File: src/rtl/mem_port_arbiter_if.sv
// Handshake bundle shared by the fetch port, the load/store port and the
// single memory port. master = arbiter side, slave = requesters + memory side.
interface mem_port_arbiter_if #(
    parameter int ADDR_W = 64
);
    logic              if_req_valid;
    logic              if_req_ready;
    logic [ADDR_W-1:0] if_addr;
    logic              if_resp_valid;
    logic [31:0]       if_resp_data;

    logic              ls_req_valid;
    logic              ls_req_ready;
    logic [ADDR_W-1:0] ls_addr;
    logic              ls_wen;
    logic [63:0]       ls_wdata;
    logic [7:0]        ls_wmask;
    logic              ls_resp_valid;
    logic [63:0]       ls_resp_data;

    logic              mem_req_valid;
    logic              mem_req_ready;
    logic [ADDR_W-1:0] mem_addr;
    logic              mem_wen;
    logic [63:0]       mem_wdata;
    logic [7:0]        mem_wmask;
    logic              mem_resp_valid;
    logic [63:0]       mem_resp_data;

    modport master (
        input  if_req_valid, if_addr,
        output if_req_ready, if_resp_valid, if_resp_data,
        input  ls_req_valid, ls_addr, ls_wen, ls_wdata, ls_wmask,
        output ls_req_ready, ls_resp_valid, ls_resp_data,
        output mem_req_valid, mem_addr, mem_wen, mem_wdata, mem_wmask,
        input  mem_req_ready, mem_resp_valid, mem_resp_data
    );

    modport slave (
        output if_req_valid, if_addr,
        input  if_req_ready, if_resp_valid, if_resp_data,
        output ls_req_valid, ls_addr, ls_wen, ls_wdata, ls_wmask,
        input  ls_req_ready, ls_resp_valid, ls_resp_data,
        input  mem_req_valid, mem_addr, mem_wen, mem_wdata, mem_wmask,
        output mem_req_ready, mem_resp_valid, mem_resp_data
    );
endinterface

File: src/rtl/mem_port_arbiter.sv
// Shares one single-port memory between instruction fetch (IF) and load/store
// (LS). Ports: clk, rst (async, active-high), bus (master modport of
// mem_port_arbiter_if), busy (request outstanding), conflict_cnt (perf count).
module mem_port_arbiter #(
    parameter int ADDR_W       = 64,
    parameter int DATA_W       = 64,
    parameter int STARVE_LIMIT = 4,
    parameter int CNT_W        = 3
) (
    input  logic                clk,
    input  logic                rst,
    mem_port_arbiter_if.master  bus,
    output logic                busy,
    output logic [31:0]         conflict_cnt
);
    typedef enum logic [1:0] {
        IDLE    = 2'd0,
        WAIT_IF = 2'd1,
        WAIT_LS = 2'd2
    } state_t;

    state_t             state_q;
    logic [CNT_W-1:0]   starve_q;
    logic [31:0]        conflict_q;
    logic               half_q;

    logic               idle;
    logic               starved;
    logic               sel_ls;
    logic               sel_if;
    logic               acc_ls;
    logic               acc_if;
    logic               unused_addr_lsb;

    assign unused_addr_lsb = ^bus.if_addr[1:0];

    // Selection is only meaningful in IDLE and is masked during reset so
    // every handshake output reads 0 while rst is held.
    assign idle    = (state_q == IDLE) && !rst;
    assign starved = bus.if_req_valid &&
                     (starve_q == CNT_W'(STARVE_LIMIT));
    assign sel_ls  = idle && bus.ls_req_valid && !starved;
    assign sel_if  = idle && !sel_ls && bus.if_req_valid;
    assign acc_ls  = sel_ls && bus.mem_req_ready;
    assign acc_if  = sel_if && bus.mem_req_ready;

    assign bus.ls_req_ready  = acc_ls;
    assign bus.if_req_ready  = acc_if;
    assign bus.mem_req_valid = sel_ls || sel_if;

    always_comb begin
        bus.mem_addr  = '0;
        bus.mem_wen   = 1'b0;
        bus.mem_wdata = '0;
        bus.mem_wmask = '0;
        if (sel_ls) begin
            bus.mem_addr  = bus.ls_addr;
            bus.mem_wen   = bus.ls_wen;
            bus.mem_wdata = bus.ls_wdata;
            bus.mem_wmask = bus.ls_wmask;
        end else if (sel_if) begin
            // Fetch reads the whole doubleword; the half bit picks the word.
            bus.mem_addr = {bus.if_addr[ADDR_W-1:3], 3'b000};
        end
    end

    // Responses in IDLE are strays (e.g. after a reset) and are dropped.
    assign bus.if_resp_valid = (state_q == WAIT_IF) && bus.mem_resp_valid;
    assign bus.ls_resp_valid = (state_q == WAIT_LS) && bus.mem_resp_valid;

    assign bus.if_resp_data = !bus.if_resp_valid ? 32'd0 :
                              half_q ? bus.mem_resp_data[63:32] :
                                       bus.mem_resp_data[31:0];
    assign bus.ls_resp_data = bus.ls_resp_valid ?
                              bus.mem_resp_data[DATA_W-1:0] : 64'd0;

    assign busy         = (state_q != IDLE);
    assign conflict_cnt = conflict_q;

    always_ff @(posedge clk or posedge rst) begin
        if (rst) begin
            state_q    <= IDLE;
            starve_q   <= '0;
            conflict_q <= '0;
            half_q     <= 1'b0;
        end else begin
            case (state_q)
                IDLE: begin
                    if (bus.if_req_valid && bus.ls_req_valid)
                        conflict_q <= conflict_q + 32'd1;
                    if (acc_ls) begin
                        state_q <= WAIT_LS;
                        if (bus.if_req_valid &&
                            starve_q != CNT_W'(STARVE_LIMIT))
                            starve_q <= starve_q + 1'b1;
                    end else if (acc_if) begin
                        state_q  <= WAIT_IF;
                        half_q   <= bus.if_addr[2];
                        starve_q <= '0;
                    end
                end
                WAIT_IF, WAIT_LS: begin
                    if (bus.mem_resp_valid)
                        state_q <= IDLE;
                end
                default: state_q <= IDLE;
            endcase
        end
    end
endmodule

File: src/flat_wrapper.sv
// flat-port wrapper written by rule: the top's interface ports become plain ports
module mem_port_arbiter_flat 
#(
    parameter int ADDR_W       = 64,
    parameter int DATA_W       = 64,
    parameter int STARVE_LIMIT = 4,
    parameter int CNT_W        = 3
)
  (clk, rst, busy, conflict_cnt, bus_if_req_valid, bus_if_addr, bus_if_req_ready, bus_if_resp_valid, bus_if_resp_data, bus_ls_req_valid, bus_ls_addr, bus_ls_wen, bus_ls_wdata, bus_ls_wmask, bus_ls_req_ready, bus_ls_resp_valid, bus_ls_resp_data, bus_mem_req_valid, bus_mem_addr, bus_mem_wen, bus_mem_wdata, bus_mem_wmask, bus_mem_req_ready, bus_mem_resp_valid, bus_mem_resp_data);
  mem_port_arbiter_if #(.ADDR_W(ADDR_W)) bus_i ();
  input  logic clk;
  input  logic rst;
  output logic busy;
  output logic [31:0] conflict_cnt;
  input wire logic [$bits(bus_i.if_req_valid)-1:0] bus_if_req_valid;
  input wire logic [$bits(bus_i.if_addr)-1:0] bus_if_addr;
  output wire logic [$bits(bus_i.if_req_ready)-1:0] bus_if_req_ready;
  output wire logic [$bits(bus_i.if_resp_valid)-1:0] bus_if_resp_valid;
  output wire logic [$bits(bus_i.if_resp_data)-1:0] bus_if_resp_data;
  input wire logic [$bits(bus_i.ls_req_valid)-1:0] bus_ls_req_valid;
  input wire logic [$bits(bus_i.ls_addr)-1:0] bus_ls_addr;
  input wire logic [$bits(bus_i.ls_wen)-1:0] bus_ls_wen;
  input wire logic [$bits(bus_i.ls_wdata)-1:0] bus_ls_wdata;
  input wire logic [$bits(bus_i.ls_wmask)-1:0] bus_ls_wmask;
  output wire logic [$bits(bus_i.ls_req_ready)-1:0] bus_ls_req_ready;
  output wire logic [$bits(bus_i.ls_resp_valid)-1:0] bus_ls_resp_valid;
  output wire logic [$bits(bus_i.ls_resp_data)-1:0] bus_ls_resp_data;
  output wire logic [$bits(bus_i.mem_req_valid)-1:0] bus_mem_req_valid;
  output wire logic [$bits(bus_i.mem_addr)-1:0] bus_mem_addr;
  output wire logic [$bits(bus_i.mem_wen)-1:0] bus_mem_wen;
  output wire logic [$bits(bus_i.mem_wdata)-1:0] bus_mem_wdata;
  output wire logic [$bits(bus_i.mem_wmask)-1:0] bus_mem_wmask;
  input wire logic [$bits(bus_i.mem_req_ready)-1:0] bus_mem_req_ready;
  input wire logic [$bits(bus_i.mem_resp_valid)-1:0] bus_mem_resp_valid;
  input wire logic [$bits(bus_i.mem_resp_data)-1:0] bus_mem_resp_data;
  assign bus_i.if_req_valid = bus_if_req_valid;
  assign bus_i.if_addr = bus_if_addr;
  assign bus_if_req_ready = bus_i.if_req_ready;
  assign bus_if_resp_valid = bus_i.if_resp_valid;
  assign bus_if_resp_data = bus_i.if_resp_data;
  assign bus_i.ls_req_valid = bus_ls_req_valid;
  assign bus_i.ls_addr = bus_ls_addr;
  assign bus_i.ls_wen = bus_ls_wen;
  assign bus_i.ls_wdata = bus_ls_wdata;
  assign bus_i.ls_wmask = bus_ls_wmask;
  assign bus_ls_req_ready = bus_i.ls_req_ready;
  assign bus_ls_resp_valid = bus_i.ls_resp_valid;
  assign bus_ls_resp_data = bus_i.ls_resp_data;
  assign bus_mem_req_valid = bus_i.mem_req_valid;
  assign bus_mem_addr = bus_i.mem_addr;
  assign bus_mem_wen = bus_i.mem_wen;
  assign bus_mem_wdata = bus_i.mem_wdata;
  assign bus_mem_wmask = bus_i.mem_wmask;
  assign bus_i.mem_req_ready = bus_mem_req_ready;
  assign bus_i.mem_resp_valid = bus_mem_resp_valid;
  assign bus_i.mem_resp_data = bus_mem_resp_data;
  mem_port_arbiter #(.ADDR_W(ADDR_W), .DATA_W(DATA_W), .STARVE_LIMIT(STARVE_LIMIT), .CNT_W(CNT_W)) u_core (.clk(clk), .rst(rst), .bus(bus_i), .busy(busy), .conflict_cnt(conflict_cnt));
endmodule
File: config.mk
export PLATFORM = sky130hd
export DESIGN_NAME = mem_port_arbiter_flat
export DESIGN_NICKNAME = d
export VERILOG_FILES = /design/src/rtl/mem_port_arbiter_if.sv /design/src/rtl/mem_port_arbiter.sv /design/src/flat_wrapper.sv
export SDC_FILE = /design/constraint.sdc
export NUM_CORES = 1
export LEC_CHECK = 0
export CAP_MARGIN = 20
export CORE_AREA = 2 2 212 214
export CTS_BUF_LIST = sky130_fd_sc_hd__clkbuf_16
export CTS_CLUSTER_DIAMETER = 100
export DETAILED_ROUTE_END_ITERATION = 10
export DIE_AREA = 0 0 214 216
export PLACE_DENSITY = 0.34
export SETUP_SLACK_MARGIN = 0.1
export SYNTH_ARGS = -nofsm -noshare
export SYNTH_HDL_FRONTEND = slang
export SYNTH_SLANG_ARGS = --single-unit
File: constraint.sdc
create_clock -name clk -period 2.1 [get_ports clk]
set_input_delay 0.315 -clock clk [delete_from_list [all_inputs] [get_ports clk]]
set_output_delay 0.315 -clock clk [all_outputs]
set_load 0.01 [all_outputs]
Word-level counts from Yosys, hierarchy flattened
Cells that the tools add are included.
Operators by class
  add/subtract/negate cells: 2
  eq/ne operators: 7
  muxes and demuxes: 15
  bitwise logic cells: 1
  reduce and logical (&&, ||, !) cells: 24
Operators by type and width (count)
  $mux W64: 4
  $mux W32: 2
  $add A32 B1 Y32 const B: 1
  $logic_and A1 B1 Y1: 12
  $mux W3: 3
  $mux W8: 1
  $mux W2: 3
  $ne A3 B3 Y1 const B: 2
  $reduce_and A3 Y1: 2
  $pmux W2 S2: 1
  $reduce_and A2 Y1: 2
  $reduce_bool A2 Y1: 2
  $add A3 B1 Y3 const B: 1
  $eq A3 B3 Y1 const B: 1
  $logic_not A1 Y1: 3
  $eq A2 B1 Y1 const B: 1
  $eq A2 B2 Y1 const B: 1
  $logic_not A2 Y1: 1
  $ne A2 B1 Y1 const B: 1
  $ne A2 B2 Y1 const B: 1
  $reduce_or A2 Y1: 1
  $logic_or A1 B1 Y1: 1
  $mux W1: 1
  $not A1 Y1: 1
Storage, ports and cells
  flip-flop bits (word level): 38
  bits of input ports: 271
  output and inout bits: 271
  logic and storage cells: 53

Depth between registers and ports, before layout
  word-level depth: 11
  mapped depth: 9
  gate-level depth less buffers: 6

Worst setup path before layout
No wires, ideal clock.
  path kind: register to output
  from: reg u_core.state_q[0]
  to: out bus_mem_addr[10]
  data arrival time: 1679 ps
  required time: 1785 ps
  slack: 106 ps
  cell stages (with the launch flop): 10
  path buffers: 3
  cells stage by stage: dfrtp_1 > inv_1 > ha_1 > nand2_1 > a311oi_2 > buf_6 > buf_6 > buf_4 > nand2_1 > o21ai_0
On the way
  longest elaborated chain between the ends: 9
Ends and longest elaborated chain
  start, declared: RTL line mem_port_arbiter.sv:22  | state_t state_q;
  start signal, assigned: RTL line mem_port_arbiter.sv:82  | state_q <= IDLE;
  start signal, assigned: RTL line mem_port_arbiter.sv:92  | state_q <= WAIT_LS;
  start signal, assigned: RTL line mem_port_arbiter.sv:97  | state_q <= WAIT_IF;
  $logic_not A2 Y1 *: RTL line mem_port_arbiter.sv:39  | assign idle = (state_q == IDLE) && !rst;
  $logic_and A1 B1 Y1 *: RTL line mem_port_arbiter.sv:39
  $logic_and A1 B1 Y1 (2 in series): RTL line mem_port_arbiter.sv:42  | assign sel_ls = idle && bus.ls_req_valid && !starved;
  $logic_not A1 Y1: RTL line mem_port_arbiter.sv:43  | assign sel_if = idle && !sel_ls && bus.if_req_valid;
  $logic_and A1 B1 Y1 (2 in series): RTL line mem_port_arbiter.sv:43
  $mux W64: RTL line mem_port_arbiter.sv:61  | end else if (sel_if) begin
  $mux W64 *: RTL line mem_port_arbiter.sv:56  | if (sel_ls) begin
  end, declared: RTL line flat_wrapper.sv:29  | output wire logic [$bits(bus_i.mem_addr)-1:0] bus_mem_addr;
Every way passes the cells marked *; elsewhere a longest branch is shown, timed or not.

Final worst setup path
  from: reg u_core.state_q[1]
  to: out bus_mem_addr[16]
The elaborated chain is that of the path after synthesis.

==> results.yml <==
floorplan:
  start_util_pct: 9.473
  core_um2: 43840
  die-height_um: 216
  ioPinCount: 542
  dieArea_um2: 46220
  die_x_um: 214
  rows: 77
yosys:
  ys_seq_elements: 38
  synth-warning-count: 0
  synth-main-ff-cell: "dfrtp_1"
  synth_cell_types: 30
  postSynthAreaPerCell_um2: 6.887
  synth-seq-area-share_pct: 22.90
  synth-async-reset-ratio_pct: 100.0
  synth_fp_nets: 880
  synth_edf_count: 0
  syn_area_um2: 4153
  syn_inst: 603
sta:
  slew_headroom_pct: 64.32
  timing.fmax_mhz: 414.1
  fin_crit_ns: 2.415
  fin_ws_ns: -0.3151
  period_share_pct: 115.0
  worst_slew_pin_slew_ns: 0.5352
  rsz0062_at_grt: "true"
  timing.hold.ws_ns: 0.4936
  finalClockSkew_ns: 0.006141
  setup_violations: 165
  hold_viol_final: 0
  slew_violations: 0
setup_path:
  crit_arrival_ns: 2.10
  cp-start-kind: "flip-flop"
  cp-end-kind: "output pin"
  worstSetupPathType: "flip-flop to output pin"
  critPathMaxFanout: 6
  cp.required_ns: 1.78
grt:
  grt_max_degree: 56
  grt-ovfl-total: 0
  grt_pass1_wl_um: 48050
  grt_antenna_before_repair: 4
  grt_pass1_vias: 6444
  grt_use_total_pct: 13.83
clocking:
  postCtsHoldBufs: 0
  cts_buffers: 5
  clock_latency_ns: 0.28
  cts_buffer_depth: 2
  htreeDepth: 2
  tritoncts: "done"
  cts_root_buffer: "clkbuf_16"
  clk_pin_slew_worst_paths_ns: 0.06
  cts_sinks: 38
place:
  io_buffers: 539
  placedCellCount: 1733
  place_congestion: 0.8575
  dpl_worst_slack_ns: -0.8108
  dpl-instance-area_um2: 10580
  dp.final_hpwl_um: 25860
cells_and_area:
  final_area_um2: 11630
  fin_util_pct: 26.54
  stdcell_count: 1803
  syn2layout_area_growth_pct: 180.2
  layout-drive-gt1-share_pct: 38.44
  final.fill_count: 4737
  nNetsFinal: 1484
drt:
  vias_per_cell: 3.593
  drt_wl_total_um: 34760
  vias: 6478
  post_drt_wl_per_cell_um: 19.28
  drc: 0
  drt_iter0_markers: 298
  antenna_left: 0
  dr.pass1.iters: 4
run:
  drv_cap: 0
power_and_ir_drop:
  ir_drop_mv: 0.3375
  p_leak_uw: 0.005276
  power.density_nw_per_um2: 577.2
outcome:
  violations: "negative setup slack"
  outcome: "finished with violations"
worst_hold_path:
  min_path_type: "flip-flop to flip-flop"
## per-layer routing
layer	up-vias	track usage, %	wire length, µm
met2	259	24.55	17410
met3	9	3.411	2046
met1	2979	17.15	15070
met5	-	0	0
met4	0	2.028	225
li1	3231	-	-
## placed cells by master, fill, tap and decap left out, types with 12 or more instances in the layout
cell type	instances
dfrtp_1	37
o21ai_0	14
buf_12	18
xnor2_1	25
and2_4	19
buf_6	85
nand4_1	12
nand2_1	121
and3_1	30
mux2i_1	32
clkdlybuf4s50_1	299
buf_2	127
and3_4	37
clkbuf_2	15
buf_4	56
and2_1	62
buf_16	15
nand3_1	15
o21ai_2	13
o21ai_1	35
nor2_1	20
## area by class of cell
| type | count | area, µm² | area share, % |
|---|---|---|---|
| multi-input cells | 502 | 3403 | 29.25 |
| well taps | 592 | 740.7 | 6.366 |
| flip-flops and latches | 38 | 952.2 | 8.184 |
| clock inverters | 2 | 7.507 | 0.06452 |
| repair buffers | 651 | 6362 | 54.68 |
| diodes | 4 | 10.01 | 0.08603 |
| clock buffers | 5 | 125.1 | 1.075 |
| inverters | 9 | 33.78 | 0.2904 |
## cell families (layout without fill, tap and decap cells)
| logic type | after synthesis | count (layout) | share of synthesized area (%) |
|---|---|---|---|
| compound gates | 68 | 68 | 8.587 |
| xor+xnor | 32 | 32 | 6.749 |
| fa+ha+maj | 6 | 6 | 1.808 |
| buf+inv | 63 | 667 | 7.171 |
| flops | 38 | 38 | 22.90 |
| mux | 36 | 36 | 8.798 |
| other cells | 0 | 4 | 0 |
| simple gates | 360 | 360 | 43.99 |
## sequential cells by signal, indices dropped and copies added, names as in the netlist
| name | cells |
|---|---|
| u_core.starve_q | 3 |
| u_core.conflict_cnt | 32 |
| u_core.state_q | 2 |
| u_core.half_q | 1 |
## synth_stat cells, types with 2 or more instances
master,number,share of area [%]
and4_1,5,1.1
dfrtp_1,38,23
clkbuf_1,32,2.9
ha_1,6,1.8
mux2i_1,32,7.7
a21oi_1,2,0.24
mux2_2,4,1.1
buf_4,6,1.1
nor3_1,3,0.36
o21ai_0,61,7.4
buf_6,3,0.81
nor2_1,37,3.3
and2_1,81,12
xor2_1,7,1.5
nand4_1,12,1.8
and3_1,67,10
o21ai_1,2,0.24
nand3_1,15,1.8
inv_1,9,0.81
xnor2_1,25,5.3
buf_2,8,0.96
nand2_1,136,12
clkbuf_2,5,0.60
## where the power goes
part           switching, µW  leakage, µW  internal [µW]
combinational           2300      0.00469           2790
clock                    304    0.0000685            426
sequential              89.3     0.000518            814
## what timing repair did
item / CTS / global route
pin swaps: 17 / 19
endpoints found under the setup margin: 240 / 229
cloned: 18 / 6
gates resized for setup: 910 / 350
buffers inserted: 20 / 17
## worst max-delay path: stages (launching register included)
cell and delay (ns):
dfrtp_1 0.38, inv_2 0.08, ha_4 0.16, nand2_4 0.05, a311oi_4 0.23, buf_6 0.18
buf_12 0.15, buf_8 0.13, buf_12 0.11, clkbuf_16 0.13, o21ai_1 0.07, buf_2 0.14
## stage by stage
step / power [µW] / setup TNS (ns)
finish: 6715 / -29.07
global route: 7126 / -47.43
CTS: 6305 / -37.34
detailed placement: 5119 / -87.95
global placement: 5149 / -87.22
floorplan: 2522 / 0
## worst paths after layout
kind,from,endpoint,depth (start not counted),slack (ns)
max reg2reg,u_core.state_q[1]$_DFFE_PP0P_,u_core.half_q$_DFFE_PP0P_,10,0.04
max in group asynchronous,rst,u_core.half_q$_DFFE_PP0P_,4,0.96
min,u_core.conflict_cnt[31]$_DFFE_PP0P_,u_core.conflict_cnt[31]$_DFFE_PP0P_,1,0.49
min reg2reg,u_core.conflict_cnt[31]$_DFFE_PP0P_,u_core.conflict_cnt[31]$_DFFE_PP0P_,1,0.49
max,u_core.state_q[1]$_DFFE_PP0P_,bus_mem_addr[16],11,-0.32
min in group asynchronous,rst,u_core.starve_q[2]$_DFFE_PP0P_,4,0.75
(Power assumes the default switching activity.)
